**src/rtl/btn_event_fsm_ce.sv**
```systemverilog
// Button gesture classifier: turns debounced press/release strobes into
// registered one-clock click, double-click, long-press and auto-repeat events.
module btn_event_fsm_ce #(
    parameter int CE_HZ      = 1000,
    parameter int LONG_MS    = 800,
    parameter int DBL_MS     = 250,
    parameter int REPEAT_MS  = 150,
    parameter int GEN_REPEAT = 1
) (
    input  logic clk,
    input  logic rst_n,
    input  logic sample_ce,
    input  logic pressed,
    input  logic press_pulse,
    input  logic release_pulse,
    output logic short_pulse,
    output logic double_pulse,
    output logic long_pulse,
    output logic repeat_pulse,
    output logic long_active
);

    function automatic int ms_to_ticks(input int ms);
        int t;
        t = (ms * CE_HZ + 999) / 1000;
        return (t < 1) ? 1 : t;
    endfunction

    localparam int T_LONG_I = ms_to_ticks(LONG_MS);
    localparam int T_DBL_I  = ms_to_ticks(DBL_MS);
    localparam int T_REP_I  = ms_to_ticks(REPEAT_MS);
    localparam int T_MAX_A  = (T_LONG_I > T_DBL_I) ? T_LONG_I : T_DBL_I;
    localparam int T_MAX    = (T_MAX_A > T_REP_I) ? T_MAX_A : T_REP_I;
    localparam int CNT_W    = $clog2(T_MAX + 1);

    localparam logic [CNT_W-1:0] T_LONG = CNT_W'(T_LONG_I);
    localparam logic [CNT_W-1:0] T_DBL  = CNT_W'(T_DBL_I);
    localparam logic [CNT_W-1:0] T_REP  = CNT_W'(T_REP_I);
    localparam logic [CNT_W-1:0] ONE    = CNT_W'(1);
    localparam logic             REP_EN = (GEN_REPEAT != 0);

    typedef enum logic [2:0] {
        S_IDLE,
        S_HELD1,
        S_GAP,
        S_LONG,
        S_WAIT_REL
    } state_t;

    state_t           state_q, state_d;
    logic [CNT_W-1:0] cnt_q, cnt_d, cnt_nxt;
    logic             short_d, double_d, long_d, repeat_d;

    assign cnt_nxt = cnt_q + ONE;

    // Strobe inputs take priority over a coincident tick; a lost level aborts silently.
    always_comb begin
        state_d  = state_q;
        cnt_d    = cnt_q;
        short_d  = 1'b0;
        double_d = 1'b0;
        long_d   = 1'b0;
        repeat_d = 1'b0;
        case (state_q)
            S_IDLE: begin
                if (press_pulse) state_d = S_HELD1;
            end
            S_HELD1: begin
                if (release_pulse) begin
                    state_d = S_GAP;
                end else if (!pressed) begin
                    state_d = S_IDLE;
                end else if (sample_ce) begin
                    if (cnt_nxt == T_LONG) begin
                        long_d  = 1'b1;
                        state_d = S_LONG;
                    end else begin
                        cnt_d = cnt_nxt;
                    end
                end
            end
            S_GAP: begin
                if (press_pulse) begin
                    double_d = 1'b1;
                    state_d  = S_WAIT_REL;
                end else if (sample_ce) begin
                    if (cnt_nxt == T_DBL) begin
                        short_d = 1'b1;
                        state_d = S_IDLE;
                    end else begin
                        cnt_d = cnt_nxt;
                    end
                end
            end
            S_LONG: begin
                if (release_pulse || !pressed) begin
                    state_d = S_IDLE;
                end else if (sample_ce) begin
                    if (cnt_nxt == T_REP) begin
                        repeat_d = REP_EN;
                        cnt_d    = '0;
                    end else begin
                        cnt_d = cnt_nxt;
                    end
                end
            end
            S_WAIT_REL: begin
                if (release_pulse || !pressed) state_d = S_IDLE;
            end
            default: begin
                state_d = S_IDLE;
            end
        endcase
        // Each state starts its own timing window from zero.
        if (state_d != state_q) cnt_d = '0;
    end

    always_ff @(posedge clk or negedge rst_n) begin
        if (!rst_n) begin
            state_q      <= S_IDLE;
            cnt_q        <= '0;
            short_pulse  <= 1'b0;
            double_pulse <= 1'b0;
            long_pulse   <= 1'b0;
            repeat_pulse <= 1'b0;
            long_active  <= 1'b0;
        end else begin
            state_q      <= state_d;
            cnt_q        <= cnt_d;
            short_pulse  <= short_d;
            double_pulse <= double_d;
            long_pulse   <= long_d;
            repeat_pulse <= repeat_d;
            long_active  <= (state_d == S_LONG);
        end
    end

endmodule

```
**config.mk**
```make
export PLATFORM = sky130hd
export DESIGN_NAME = btn_event_fsm_ce
export DESIGN_NICKNAME = d
export VERILOG_FILES = /design/src/rtl/btn_event_fsm_ce.sv
export SDC_FILE = /design/constraint.sdc
export NUM_CORES = 1
export LEC_CHECK = 0
export CAP_MARGIN = 20
export CORE_MARGIN = 10
export CORE_UTILIZATION = 55
export DETAILED_ROUTE_END_ITERATION = 6
export PLACE_DENSITY_LB_ADDON = 0.12
export RECOVER_POWER = 25
export SLEW_MARGIN = 30
export SYNTH_ARGS = -nofsm -noshare
export SYNTH_HDL_FRONTEND = slang
export SYNTH_SLANG_ARGS = --single-unit
```
**constraint.sdc**
```tcl
create_clock -name clk -period 2.5 [get_ports clk]
set_input_delay 0.375 -clock clk [delete_from_list [all_inputs] [get_ports clk]]
set_output_delay 0.375 -clock clk [all_outputs]
set_load 0.02 [all_outputs]
```
==> flow_metrics.tcl <==
set metrics [dict create \
    status "finished, violations left" \
    violations "design-rule violations" \
    ys_warn_count 0 \
    hpwlAfterDp_um 2240 \
    netlist_area_um2 1370 \
    worstPathCellList "ha_1 > nand4b_1 > or4_1 > nand4_1 > a41oi_1 > o211ai_2 > nor3_1" \
    cts_root_buf "clkbuf_4" \
    period_needed_ns 2.33 \
    path_buf_inv 0 \
    syn-instance-count 156 \
    std_cell_rows 18 \
    drtIter0Drc 133 \
    p_per_area_nw_per_um2 537 \
    post_cts_resized 0 \
    synth-edff-count 0 \
    io_pins 11 \
    dieArea_um2 4900 \
    stdcell_area_um2 1510 \
    cts_setup_buffers 0 \
    antenna_left 0 \
    wire_per_inst_um 16.5 \
    cp_max_fo 10 \
    placed_area_um2 1470 \
    grt_pass1_vias 1096 \
    yosys.area.top_type "dfrtp_1" \
    setup_viol 0 \
    yosysSeqAreaShare_pct 32.8 \
    cts_buffers 3 \
    rsz0062_at_grt "false" \
    p_clk_share_pct 23.5 \
    critPathMaxStageDelay_ns 0.45 \
    p_seq_share_pct 45.3 \
    cp_slowest_cell "o211ai_2" \
    initial_core_util_pct 56.5 \
    fin_crit_sh_pct 93.4 \
    ctsHoldBuffers 0 \
    synth_top_cells_by_count "dfrtp_1 (18), a21oi_1 (14), nand2_1 (12)" \
    maxCapViolCount 0 \
    cts_sinks 18 \
    diodes 0 \
    gp_congestion 0.956 \
    core_area_um2 2430 \
    switching_share_pct 38.1 \
    grt_max_degree 19 \
    track_usage_pct 12.4 \
    clockBufferDepth 2 \
    synth.most_common_cell "dfrtp_1" \
    crit_family "simple AND/OR/NAND/NOR gates" \
    hold_viol 0 \
    worst_pin_slew_ns 0.830 \
    path_clk_slew_ns 0.13 \
    die_h_um 70.0 \
    criticalPathCategory "flop to flop" \
    worstPathArrival_ns 2.53 \
    drive_gt1_share_pct 12.2 \
    p_leak_nw 0.548 \
    antenna_found_initial 0 \
    comb_power_share_pct 31.2 \
    gr-total-overflow 0 \
    drtPass1Iterations 6 \
    die_x_um 70.0 \
    vias 1232 \
    syn_avg_cell_area_um2 8.81 \
    io_buffers 10 \
    intPower_uw 503 \
    hold_path_class "input pin to asynchronous set/reset pin" \
    finClkSkew_ns 0.0287 \
    synth_seq_cells 18 \
    vias_per_cell 6.35 \
    cp-start-kind "flop" \
    required_ns 2.69 \
    cts_tree "yes" \
    endpoint_kind "flop" \
    fin_tns_setup_ns 0 \
    netlist.area_leader.share_pct 32.8 \
    worst_skew_pair.late_latency_ns 0.31 \
    switching_power_uw 310 \
    max_freq_mhz 428 \
    htree_levels 1 \
    syn_nets 164 \
    drcViolationCount 2 \
    syn2layout_area_growth_pct 10.1 \
    ys_types 48 \
    max-slew-margin-rel_pct 44.5 \
    wl_um 3200 \
    finalPower_uw 813 \
    async_flop_share_pct 100 \
    synthTopCellsByArea "dfrtp_1 (33%), a21oi_1 (5.1%), nand2_1 (3.3%), o31ai_1 (3.3%), or4_1 (3.3%)" \
    synth_ff_type "dfrtp_1" \
    slew_violations 0 \
    grt_pass1_wl_um 5260 \
    final_nets 173 \
    max-vdd-ir-drop_mv 0.550 \
]
[cell usage in the layout, fill, tap and decap left out, types with 3 or more instances in the layout]
cell,instances
nand4b_1,3
nand3_1,7
nand2b_1,3
o211ai_1,3
and2_1,3
nor3b_1,3
clkbuf_4,3
a21oi_1,14
nor2_1,9
nand4_1,3
buf_4,6
nand2_1,12
a31oi_1,3
o31ai_1,6
or4_1,6
dfrtp_1,18
inv_1,3
clkdlybuf4s50_1,8
nor3_1,6
mux2i_1,3
or3_1,3
xnor2_1,3
[worst register-to-register path, stage by stage, from the launching register on]
cell and delay (ns):
dfrtp_1 0.41, ha_1 0.33, nand4b_1 0.21, or4_1 0.40, nand4_1 0.13, a41oi_1 0.17, o211ai_2 0.45, nor3_1 0.12
[cell families (layout without fill, tap and decap cells)]
group | after synthesis | after routing | synth area share [%]
AO/OA/AOI/OAI | 39 | 39 | 19.1
adder cells (fa/ha/maj) | 2 | 2 | 1.82
AND/OR/NAND/NOR | 74 | 74 | 33.9
XOR/XNOR | 3 | 3 | 1.91
multiplexers | 4 | 4 | 3.01
buffers and inverters | 16 | 24 | 7.47
flip-flops | 18 | 18 | 32.8
[sequential cells by signal (all words and copies together) (netlist names)]
signal and cells:
cnt_q 10, long_active 1, short_pulse 1, long_pulse 1, repeat_pulse 1, state_q 3, double_pulse 1
[area by class of cell]
| class | count | area, um^2 |
|---|---|---|
| Clock buffer | 4 | 36.3 |
| Fill cell | 212 | 920 |
| Inverter | 3 | 11.3 |
| Multi-Input combinational cell | 122 | 828 |
| Sequential cell | 18 | 450 |
| Tap cell | 30 | 37.5 |
| Timing Repair Buffer | 17 | 149 |
[through the flow]
step | utilization (%) | cells | setup WS [ns] | hold WS [ns]
2_1_floorplan | - | 156 | 0.451 | 0.0794
3_3_place_gp | 60.5 | 190 | 0.130 | 0.595
3_5_place_dp | 60.5 | 190 | 0.135 | 0.591
4_1_cts | 62.0 | 194 | 0.124 | 0.559
5_1_grt | 62.2 | 194 | 0.0117 | 0.658
6_report | 62.2 | 194 | 0.166 | 0.588
[power groups by stage]
stage	clock (mW)	sequential [mW]	combinational (mW)
3_5_place_dp	0	0.373	0.248
3_3_place_gp	0	0.374	0.245
4_1_cts	0.193	0.367	0.250
5_1_grt	0.206	0.374	0.281
2_1_floorplan	0	0.353	0.191
6_report	0.191	0.368	0.254
[metal layers]
metal  vias up  track usage, %  part of all wire [%]
li1        605               -                     -
met1       577            17.5                    48
met2        44            18.2                    44
met3         6            2.40                   6.9
met4         0            3.73                  0.78
met5         -               0                     0
[path summary, 6_finish.rpt]
path / slack [ns] / endpoint / startpoint / depth (start not counted)
max: 0.17 / cnt_q[7]$_DFFE_PN0P_ / cnt_q[0]$_DFFE_PN0P_ / 7
min: 0.59 / cnt_q[0]$_DFFE_PN0P_ / rst_n / 1
max reg2reg: 0.17 / cnt_q[7]$_DFFE_PN0P_ / cnt_q[0]$_DFFE_PN0P_ / 7
min reg2reg: 0.61 / state_q[2]$_DFF_PN0_ / state_q[0]$_DFF_PN0_ / 1
max in group asynchronous: 1.37 / state_q[2]$_DFF_PN0_ / rst_n / 1
min in group clk: 0.61 / state_q[2]$_DFF_PN0_ / state_q[0]$_DFF_PN0_ / 1
(Power assumes the default switching activity.)
